### src/rtl/servo_pwm_posicao_pkg.sv
// Shared definitions for the servo PWM stage and the upstream sweep counter:
// state encoding and default frame timing (50 MHz clock, 20 ms frames).
package servo_pwm_posicao_pkg;

    typedef enum logic [1:0] {
        PARADO     = 2'd0,
        RODANDO    = 2'd1,
        ENCERRANDO = 2'd2
    } estado_t;

    localparam int PERIODO_PADRAO     = 1000000;
    localparam int LARGURA_MIN_PADRAO = 50000;
    localparam int PASSO_PADRAO       = 7143;
    localparam int POS_W_PADRAO       = 3;
    localparam int CNT_W_PADRAO       = 20;

endpackage

### src/rtl/servo_pwm_posicao_contador_periodo.sv
// Modulo-PERIODO frame counter with synchronous clear, enable and a
// terminal-count flag raised on the last cycle of the frame.
module servo_pwm_posicao_contador_periodo
    import servo_pwm_posicao_pkg::*;
#(
    parameter int PERIODO = PERIODO_PADRAO,
    parameter int CNT_W   = CNT_W_PADRAO
) (
    input  logic             clock,
    input  logic             zera_as_n,
    input  logic             limpa,
    input  logic             habilita,
    output logic [CNT_W-1:0] contagem,
    output logic             terminal
);

    localparam logic [CNT_W-1:0] ULTIMO = CNT_W'(PERIODO - 1);

    logic [CNT_W-1:0] contagem_q;
    logic [CNT_W-1:0] contagem_d;

    always_comb begin
        contagem_d = contagem_q;
        if (limpa) begin
            contagem_d = '0;
        end else if (habilita) begin
            contagem_d = (contagem_q == ULTIMO) ? '0 : contagem_q + 1'b1;
        end
    end

    always_ff @(posedge clock or negedge zera_as_n) begin
        if (!zera_as_n) begin
            contagem_q <= '0;
        end else begin
            contagem_q <= contagem_d;
        end
    end

    assign contagem = contagem_q;
    assign terminal = (contagem_q == ULTIMO);

endmodule

### src/rtl/servo_pwm_posicao.sv
// Hobby-servo PWM generator: fixed frame, pulse width = LARGURA_MIN + posicao*PASSO,
// position sampled only at frame boundaries.
//
// state      | meaning
// PARADO     | idle, counter held at 0, pwm low
// RODANDO    | generating frames continuously
// ENCERRANDO | liga dropped, finishing the current frame
module servo_pwm_posicao
    import servo_pwm_posicao_pkg::*;
#(
    parameter int PERIODO     = PERIODO_PADRAO,
    parameter int LARGURA_MIN = LARGURA_MIN_PADRAO,
    parameter int PASSO       = PASSO_PADRAO,
    parameter int POS_W       = POS_W_PADRAO,
    parameter int CNT_W       = CNT_W_PADRAO
) (
    input  logic             clock,
    input  logic             zera_as_n,
    input  logic             liga,
    input  logic [POS_W-1:0] posicao,
    output logic             pwm,
    output logic             fim_periodo,
    output logic [POS_W-1:0] posicao_atual,
    output logic             ativo
);

    if (LARGURA_MIN + ((2 ** POS_W) - 1) * PASSO >= PERIODO) begin : g_largura_invalida
        $error("servo_pwm_posicao: widest pulse does not fit inside the frame");
    end
    if ((longint'(1) << CNT_W) < longint'(PERIODO)) begin : g_cnt_w_invalida
        $error("servo_pwm_posicao: CNT_W too narrow for PERIODO");
    end

    localparam logic [CNT_W-1:0] MIN_C   = CNT_W'(LARGURA_MIN);
    localparam logic [CNT_W-1:0] PASSO_C = CNT_W'(PASSO);

    estado_t          estado_q;
    estado_t          estado_d;
    logic [POS_W-1:0] posicao_q;
    logic [POS_W-1:0] posicao_d;
    logic [CNT_W-1:0] largura_q;
    logic [CNT_W-1:0] largura_d;
    logic             pwm_q;
    logic             pwm_d;

    logic [CNT_W-1:0] contagem;
    logic [CNT_W-1:0] contagem_prox;
    logic [CNT_W-1:0] largura_nova;
    logic             terminal;
    logic             limpa;
    logic             habilita;

    servo_pwm_posicao_contador_periodo #(
        .PERIODO (PERIODO),
        .CNT_W   (CNT_W)
    ) u_contador_periodo (
        .clock     (clock),
        .zera_as_n (zera_as_n),
        .limpa     (limpa),
        .habilita  (habilita),
        .contagem  (contagem),
        .terminal  (terminal)
    );

    assign largura_nova  = MIN_C + CNT_W'(posicao) * PASSO_C;
    assign contagem_prox = terminal ? '0 : contagem + 1'b1;

    // pwm is registered, so it is decided from the counter value of the next cycle
    always_comb begin
        estado_d  = estado_q;
        posicao_d = posicao_q;
        largura_d = largura_q;
        pwm_d     = 1'b0;
        limpa     = 1'b0;
        habilita  = 1'b0;
        case (estado_q)
            PARADO: begin
                limpa = 1'b1;
                if (liga) begin
                    estado_d  = RODANDO;
                    posicao_d = posicao;
                    largura_d = largura_nova;
                    pwm_d     = (largura_nova != '0);
                end
            end
            RODANDO, ENCERRANDO: begin
                habilita = 1'b1;
                if (terminal) begin
                    posicao_d = posicao;
                    largura_d = largura_nova;
                end
                if (liga) begin
                    estado_d = RODANDO;
                end else if (estado_q == ENCERRANDO && terminal) begin
                    estado_d = PARADO;
                end else begin
                    estado_d = ENCERRANDO;
                end
                pwm_d = (estado_d != PARADO) && (contagem_prox < largura_d);
            end
            default: begin
                estado_d = PARADO;
            end
        endcase
    end

    always_ff @(posedge clock or negedge zera_as_n) begin
        if (!zera_as_n) begin
            estado_q  <= PARADO;
            posicao_q <= '0;
            largura_q <= '0;
            pwm_q     <= 1'b0;
        end else begin
            estado_q  <= estado_d;
            posicao_q <= posicao_d;
            largura_q <= largura_d;
            pwm_q     <= pwm_d;
        end
    end

    assign pwm           = pwm_q;
    assign fim_periodo   = terminal && (estado_q != PARADO);
    assign posicao_atual = posicao_q;
    assign ativo         = (estado_q != PARADO);

endmodule

### config.mk
export PLATFORM = sky130hd
export DESIGN_NAME = servo_pwm_posicao
export DESIGN_NICKNAME = d
export VERILOG_FILES = /design/src/rtl/servo_pwm_posicao_pkg.sv /design/src/rtl/servo_pwm_posicao_contador_periodo.sv /design/src/rtl/servo_pwm_posicao.sv
export SDC_FILE = /design/constraint.sdc
export NUM_CORES = 1
export LEC_CHECK = 0
export CAP_MARGIN = 20
export CORE_MARGIN = 3
export CORE_UTILIZATION = 62
export DETAILED_ROUTE_END_ITERATION = 6
export PLACE_DENSITY_LB_ADDON = 0.12
export RECOVER_POWER = 25
export SLEW_MARGIN = 20
export SYNTH_ARGS = -nofsm -noshare
export SYNTH_HDL_FRONTEND = slang
export SYNTH_SLANG_ARGS = --single-unit
### constraint.sdc
create_clock -name clock -period 3.35 [get_ports clock]
set_input_delay 0.67 -clock clock [delete_from_list [all_inputs] [get_ports clock]]
set_output_delay 0.67 -clock clock [all_outputs]
set_load 0.005 [all_outputs]
==> results of run 1 <==
-- where the power goes --
group	leakage [nW]	total [mW]	switching, mW	internal, mW
Sequential	0.586	0.827	0.106	0.721
Combinational	1.51	1.63	0.857	0.776
Clock	0.0524	0.414	0.191	0.224
Total	2.15	2.87	1.15	1.72
-- registers in the layout, indices dropped and copies added, names as in the netlist --
signal / cells
largura_q: 20
u_contador_periodo.contagem: 20
posicao_atual: 3
pwm: 1
estado_q: 2
-- area by class of cell --
| class | instances | area, µm² | area share |
|---|---|---|---|
| clock buffers | 7 | 76.3 | 0.0168 |
| clock inverters | 1 | 30.0 | 0.00661 |
| inverters | 13 | 48.8 | 0.0107 |
| multi-input cells | 316 | 2570 | 0.565 |
| flip-flops and latches | 46 | 1150 | 0.254 |
| well taps | 72 | 90.1 | 0.0198 |
| repair buffers | 74 | 582 | 0.128 |
-- cell families (layout without fill, tap and decap cells) --
group / Yosys count / after routing / share of synthesized area
AO/OA/AOI/OAI: 97 / 97 / 0.166
XOR/XNOR: 27 / 27 / 0.0635
adder cells (fa/ha/maj): 52 / 52 / 0.181
buffers and inverters: 31 / 95 / 0.0380
flip-flops: 46 / 46 / 0.309
multiplexers: 24 / 24 / 0.0756
AND/OR/NAND/NOR: 116 / 116 / 0.167
-- tightest hold or removal path, stage by stage, from the launching register on --
cell and delay, ns:
dfrtp_1 0.35, nand2_1 0.05, o21ai_1 0.06
-- synth_stat cells (all sizes together), types with 4 or more instances --
master  count  area [µm²]
and3        7        43.8
a211oi      6        45.0
xnor2      13         114
mux2       12         161
nand3      15        75.1
xor2       14         123
nor3        6        30.0
o21ai      24         120
a21oi      22         110
nor2b       4        25.0
ha         49         613
inv        13        48.8
a31oi       7        43.8
dfrtp      46        1150
a22o       10        87.6
and4        7        61.3
buf         6        47.5
mux2i      12         120
nor2       29         109
clkbuf     12        45.0
a21o        9        67.6
o22ai       6        37.5
nand2b      4        25.0
nor4        4        31.3
nand4       7        43.8
nand2      21        81.3
-- stage by stage --
| step | power (mW) | cell area (µm²) |
|---|---|---|
| 4_1_cts | 2.81 | 4480 |
| 3_3_place_gp | 2.30 | 4290 |
| 2_1_floorplan | 1.89 | 3740 |
| 6_report | 2.87 | 4550 |
| 5_1_grt | 3.07 | 4550 |
| 3_5_place_dp | 2.36 | 4290 |
-- per-layer routing --
layer,up-vias,track usage,part of all wire
li1,1574,-,-
met1,1638,0.343,0.42
met2,121,0.486,0.49
met3,29,0.0503,0.049
met4,0,0.0994,0.034
met5,-,0,0
-- what timing repair did --
item                                    in CTS  in global routing
pin swaps                                   17                 15
endpoints found under the setup margin       5                  2
setup buffers                                2                  3
hold endpoints to repair                     0                  0
resized for setup                           27                 14
gates cloned                                 0                  0
-- how the worst max path moves through the flow --
stage | slack [ns] | end
6_report | -0.64 | pwm
5_1_grt | -0.82 | pwm
4_1_cts | -0.55 | pwm
3_5_place_dp | -1.24 | pwm
3_3_place_gp | -1.13 | pwm
2_1_floorplan | -0.47 | pwm
==> metrics, run 1 <==
final setup TNS=-0.645 ns; Finished Layout Cells=~530; WP buf/inv=1; peak supply drop=approximately 0.00054 V; Synth Net Count=roughly 450; final worst path period share=1.19; # clock sinks=46; Async SR Flop Fraction=1.00; Buffers on Ports=11; R2R Setup Slk=0.22 ns; Post-DRT Antenna Nets=0; post-DR vias/cell=between 6 and 7; Worst Hold Launch=largura_q[13]; number of diodes=0; Final #Nets=~500; Final Hold Viols=0; Worst Path Required=between 3 and 4 ns; Crit-path slowest cell=fa_1; Placed Cells=516; Hold-fix buffers, CTS=0; antenna violations before repair=0; Hold EP=largura_q[13]; status=finished, violations left; Hold Slack=around 0.49 ns; drt drc=0; kind of end point of the critical path=register; CTS Root Cell=clkbuf_8; Max clock buf depth=2; worst clock skew=between 0.01 and 0.015 ns; CP Class=in -> reg; router iterations before antenna repair=5; die width=approximately 83 µm; Most used DFF post-synth=dfrtp_1; final WL=a little under 10000 µm; crit-path leading delay family=adder cells; Reg2Reg Capture Point=pwm; Die ar.=between 6000 and 7000 µm²; WP data arrival=roughly 4.2 ns; RSZ-0062 raised after global routing=yes; critical-path cell list=buf_8, fa_1, ha_2, ha_4, fa_2, a211oi_2, o21bai_1, a21oi_2, xnor2_2, mux2i_1, ha_1, a211oi_1, nor2_1, nor4_2, nand3_2, a21oi_2; Worst slew margin=-0.733; post-synth cell types=50; depth of the worst hold-timing path=2; routability cong.=between 0.8 and 0.9; Critical path origin=posicao[1]; warnings from Yosys=0; Min Clock Period, post-route=~4 ns; max-slew violations=47; failing checks=capacitance limit, slew limit, setup timing; clk_lat worst skew=0.30 ns; clock slew at reported path FFs=roughly 0.08 ns; most common cell after layout, fill and taps aside=buf_4; worst-path fanout max=4; Syn-to-layout area delta=22.1%; Lkg Pwr=between 2 and 2.5 nW; I/O pin cnt=12; H-tree Lvls=2; CTS tree=done; P per Cell Area=~630 nW/µm²; most used cells in the layout excluding fill and tap cells=63 x buf_4, 45 x dfrtp_1, 42 x ha_1; GRT Total Usage=0.278; worst stage delay on the critical path=about 0.52 ns; Critical R2R Launch=u_contador_periodo.contagem[0]; Seq/Total Area, Yosys=0.309; via count=around 3400; first-pass GRT wire length=around 16000 µm; Final Setup Violations=1; core area=5640 µm²; Max Cap Viol=1; chip height=83.5 µm; TritonCTS Buffers=5; Post-synth EDFFs=0; cell mode on critical path=a21oi_2; Detail Placement HPWL=about 6900 µm; worst min path class=reg -> reg; largest net degree at the start of global routing=47; share of cells above drive strength 1=0.247; Util after Layout=0.806; post-synthesis average cell area=around 9.5 µm²; fin worst setup slack=-0.645 ns; Worst R2R Path Depth=13; post-synthesis register bit count=46; num rows=27; Worst setup SP type=input port; Mapped Area=3720 µm²; gr ovfl total=0; CP Depth=16; number of global-route vias before repair=approximately 3400; drt wl/cell=18.4 µm; pre-CTS WS=-1.24 ns; Cells after Synth=~390; Starting Density=0.660; Fill cells=343; FMAX=between 0.2 and 0.3 GHz; worst slew pin tran=~2.6 ns; initial DRC count=slightly below 200
No activity file was read; power rests on OpenSTA's default activity.
==> run 2, diff against run 1 <==
CORE_UTILIZATION = 64   (was 62)
CTS_BUF_LIST = sky130_fd_sc_hd__clkbuf_8   (was unset)
CTS_CLUSTER_SIZE = 28   (was unset)
==> metrics, run 2 (synthesis results as in run 1) <==
Final Setup Violations=1 (unchanged); Post-DRT Antenna Nets=0 (unchanged); Critical path origin=posicao[2]; Worst slew margin=-0.667 (+0.0662); final WL=10700 µm (+10%); first-pass GRT wire length=15700 µm (-1.2%); Max clock buf depth=2 (unchanged); critical-path cell list=buf_8, fa_2, ha_4, ha_4, o211ai_1, o21ai_2, o211ai_1, a21oi_2, xor2_1, mux2i_1, ha_1, a21oi_2, nor2b_2, o211ai_1, a21o_1, a31oi_1, a21oi_2; number of global-route vias before repair=3228 (-4.4%); Worst R2R Path Depth=13 (unchanged); status=finished, violations left; Buffers on Ports=11 (unchanged); Starting Density=0.668 (+0.00800); CTS tree=done; depth of the worst hold-timing path=2 (unchanged); fin worst setup slack=-0.594 ns (+0.0507 ns); gr ovfl total=0 (unchanged); Hold-fix buffers, CTS=0 (unchanged); worst slew pin tran=2.50 ns (-0.0993 ns); met2 wire length=5390 µm (+12%); M1 WL=4120 µm (+0.24%); R2R Setup Slk=0.09 ns (-0.13 ns); Hold EP=largura_q[5]; largest net degree at the start of global routing=47 (unchanged); initial DRC count=307 (+59%); drt wl/cell=20.4 µm (+11%); kind of end point of the critical path=register; worst clock skew=0.00362 ns (-0.00685 ns); clk_lat worst skew=0.31 ns (about the same); most common cell after layout, fill and taps aside=buf_4; via count=3439 (+2.3%); worst-path fanout max=4 (unchanged); drt drc=0 (unchanged); peak supply drop=0.000615 V (+14%); H-tree Lvls=2 (unchanged); WP data arrival=4.18 ns (-0.04 ns); Syn-to-layout area delta=22.0%; Detail Placement HPWL=6930 µm (-0.11%); chip height=82.3 µm (-1.5%); die width=82.3 µm (-1.5%); # clock sinks=46 (unchanged); FMAX=0.254 GHz (+1.3%); router iterations before antenna repair=5 (unchanged); clock slew at reported path FFs=0.08 ns (about the same); Min Clock Period, post-route=3.94 ns (-0.0507 ns); uppermost layer routed=met4; RSZ-0062 raised after global routing=yes; routability cong.=0.909 (+1.8%); Lkg Pwr=2.14 nW (about the same); most used cells in the layout excluding fill and tap cells=59 x buf_4, 46 x dfrtp_1, 43 x ha_1; CP Class=in -> reg; final worst path period share=1.18 (-0.0151); failing checks=capacitance limit, slew limit, setup timing; GRT Total Usage=0.305 (+0.0270); Worst Path Required=3.59 ns (about the same); num rows=27 (unchanged); final setup TNS=-0.594 ns (+0.0507 ns); post-DR vias/cell=6.54 (+2.9%); TritonCTS Buffers=5 (unchanged); Worst setup SP type=input port; max-slew violations=47 (unchanged); CTS Root Cell=clkbuf_8; worst min path class=reg -> reg; antenna violations before repair=0 (unchanged); Die ar.=6770 µm² (-2.9%); Final #Nets=512 (-0.39%); Worst Hold Launch=largura_q[5]; Util after Layout=0.815 (+0.00887); share of cells above drive strength 1=0.244 (-0.00277); number of diodes=0 (unchanged); Final Hold Viols=0 (unchanged); WL met3=695 µm (+45%); I/O pin cnt=12 (unchanged); Reg2Reg Capture Point=pwm; Critical R2R Launch=u_contador_periodo.contagem[0]; Max Cap Viol=1 (unchanged); worst stage delay on the critical path=0.64 ns (+0.12 ns); P per Cell Area=626 nW/µm² (-0.98%); Crit-path slowest cell=fa_2; core area=5570 µm² (-1.2%)
-- run 2: critical path: cells and delay by family --
| kind | cells | cell delay (ns) |
|---|---|---|
| muxes | 1 | 0.16 |
| adders and majority gates | 4 | 1.39 |
| and+or+nand+nor | 1 | 0.05 |
| AOI/OAI and AO/OA | 9 | 1.54 |
| buffers and inverters | 1 | 0.10 |
| xor gates and xnor gates | 1 | 0.26 |
-- run 2: area by class of cell --
type / count / area (µm²)
fillers: 339 / 1030
clock inverters: 2 / 7.51
repair buffers: 72 / 586
multi-input cells: 316 / 2590
flip-flops and latches: 46 / 1150
clock buffers: 5 / 68.8
well taps: 72 / 90.1
inverters: 13 / 48.8
-- run 2: worst max-delay path by stage --
stage	end	depth (start not counted)
after global routing	pwm	17
after detailed placement	pwm	19
after global placement	pwm	16
final	pwm	17
after CTS	pwm	16
after floorplan	pwm	15
-- run 2: routing by layer --
layer  global-route usage  up-vias
met2                0.530      171
met1                0.365     1645
met5                    0        -
li1                     -     1573
met4                0.126        0
met3               0.0618       50
-- run 2: where the power goes --
part	total [mW]	leakage, nW	switching [mW]	internal (mW)
clock	0.326	0.0466	0.188	0.138
sequential	0.837	0.587	0.116	0.720
combinational	1.68	1.51	0.887	0.793
-- run 2: metrics by stage --
stage / setup WS [ns] / hold WS, ns / cells / cell area [µm²] / power [mW]
4_1_cts: -0.523 / 0.495 / 522 / 4420 / 2.70
3_3_place_gp: -1.09 / 0.468 / 513 / 4280 / 2.29
6_report: -0.594 / 0.490 / 526 / 4540 / 2.84
5_1_grt: -0.697 / 0.521 / 526 / 4540 / 3.02
2_1_floorplan: -0.475 / 0.374 / 393 / 3740 / 1.89
3_5_place_dp: -1.25 / 0.476 / 513 / 4280 / 2.34
-- run 2: timing repair --
item,CTS,global route
buffers inserted,2,6
gates cloned,0,0
pin swaps,20,31
endpoints found under the setup margin,5,2
gates resized for setup,22,26
==> run 3, diff against run 2 <==
CORE_UTILIZATION = 58   (was 64)
clock period = 3.2 ns   (was 3.35 ns; I/O delays follow)
==> metrics, run 3 (synthesis results as in run 1) <==
worst clock skew=0.00774 ns (+0.00412 ns); Detail Placement HPWL=6830 µm (-1.5%); TritonCTS Buffers=5 (unchanged); WP data arrival=4.15 ns (-0.03 ns); # clock sinks=46 (unchanged); critical-path cell list=buf_8, fa_1, ha_2, ha_4, fa_2, a211oi_2, o21bai_1, a21oi_2, xnor2_1, mux2i_1, ha_1, nand4_1, or3_4, a211o_1, nand3_2, a21oi_2; R2R Setup Slk=0.12 ns (+0.03 ns); most common cell after layout, fill and taps aside=buf_4; met3 Track Usage GR=0.0500 (-0.0119); status=finished, violations left; Final Setup Violations=1 (unchanged); number of global-route vias before repair=3380 (+4.7%); Hold-fix buffers, CTS=0 (unchanged); Worst setup SP type=input port; drt wl/cell=17.7 µm (-13%); Worst Path Required=3.40 ns (-0.19 ns); gr ovfl total=0 (unchanged); Final Hold Viols=0 (unchanged); worst slew pin tran=2.58 ns (+0.0778 ns); crit-path leading delay family=adder cells; antenna violations before repair=0 (unchanged); post-DR vias/cell=6.10 (-6.6%); CP Class=in -> reg; initial DRC count=151 (-51%); via count=3284 (-4.5%); CTS Root Cell=clkbuf_8; FMAX=~0.25 GHz; worst-path fanout max=3 (-1); die width=86.1 µm (+4.7%); RSZ-0062 raised after global routing=yes; Util after Layout=0.756 (-0.0582); Syn-to-layout area delta=23.2%; router iterations before antenna repair=4 (-1); met1 Use GR=0.340 (-0.0255); largest net degree at the start of global routing=47 (unchanged); Die ar.=7410 µm² (+9.6%); first-pass GRT wire length=16100 µm (+2.4%); met2 usage=0.467 (-0.0629); failing checks=capacitance limit, slew limit, setup timing; Finished Layout Cells=538 (+2.3%); P per Cell Area=663 nW/µm² (+5.8%); Crit-path slowest cell=fa_1; kind of end point of the critical path=register; final worst path period share=1.24; Min Clock Period, post-route=approximately 4.0 ns; final WL=9550 µm (-11%); Final #Nets=520 (+1.6%); peak supply drop=0.000492 V (-20%); core area=6060 µm² (+8.7%); Lkg Pwr=2.18 nW (+1.7%); chip height=86.1 µm (+4.7%); Max Cap Viol=1 (unchanged); clock slew at reported path FFs=0.09 ns (about the same); routability cong.=0.892 (-1.9%); GRT Total Usage=0.272 (-0.0326); number of diodes=0 (unchanged); CTS tree=done; most used cells in the layout excluding fill and tap cells=69 x buf_4, 46 x dfrtp_1, 43 x ha_1; gr busiest metal=met2; H-tree Lvls=2 (unchanged); share of cells above drive strength 1=0.255 (+0.0104); clk_lat worst skew=0.31 ns (about the same); fin worst setup slack=-0.757 ns (-0.163 ns); Tot Pwr=3.04 mW (+6.8%); WP buf/inv=1 (unchanged); worst stage delay on the critical path=0.51 ns (-0.13 ns); Max clock buf depth=2 (unchanged); Placed Cells=522 (+1.8%); worst min path class=reg -> reg; num rows=28 (+3.7%); Worst slew margin=-0.719 (-0.0519); drt drc=0 (unchanged); Post-DRT Antenna Nets=0 (unchanged); I/O pin cnt=12 (unchanged); Buffers on Ports=11 (unchanged); Starting Density=0.614 (-0.0536); max-slew violations=47 (unchanged); cell mode on critical path=a21oi_2
==> run 3: repair_timing <==
action / CTS / global route
resized for setup: 25 / 15
pin swaps: 14 / 20
setup buffers: 7 / 2
gates cloned: 0 / 0
setup endpoints to repair: 7 / 3
==> run 3: stage by stage <==
step	hold slack [ns]	cell area [µm²]	TNS, ns	worst slack, ns
after CTS	0.494	4520	-0.728	-0.728
after detailed placement	0.475	4310	-4.53	-1.43
after global placement	0.467	4310	-3.89	-1.34
final	0.494	4580	-0.757	-0.757
after floorplan	0.344	3740	-0.595	-0.595
after global routing	0.507	4580	-0.988	-0.905
==> run 3: power by group <==
part,switching [mW],internal [mW],total [mW]
Combinational,0.889,0.853,1.74
Clock,0.210,0.230,0.440
Sequential,0.103,0.753,0.856
==> run 3: path summary, 6_finish.rpt <==
kind / cells past startpoint / startpoint / endpoint
max reg2reg: 12 / u_contador_periodo.contagem[1] / pwm
max: 16 / posicao[2] / pwm
max in group asynchronous: 1 / zera_as_n / largura_q[12]
min in group asynchronous: 1 / zera_as_n / largura_q[5]
min reg2reg: 2 / largura_q[11] / largura_q[11]
min: 2 / largura_q[11] / largura_q[11]
==> run 3: area by class of cell <==
type,instances,area [µm²]
Sequential cell,46,1150
Fill cell,433,1480
Clock buffer,5,68.8
Timing Repair Buffer,80,623
Inverter,13,48.8
Tap cell,75,93.8
Multi-Input combinational cell,316,2560
Clock inverter,3,41.3
==> run 3: routing by layer <==
metal	up-vias	part of all wire
li1	1591	-
met1	1587	0.42
met2	85	0.50
met3	21	0.049
met4	0	0.025
met5	-	0
==> run 3: tightest hold or removal path: cells and delay by family, from the launching register on <==
kind	cells	cell delay (ns)
AOI/OAI and AO/OA	1	0.06
DFF	1	0.35
and+or+nand+nor	1	0.05
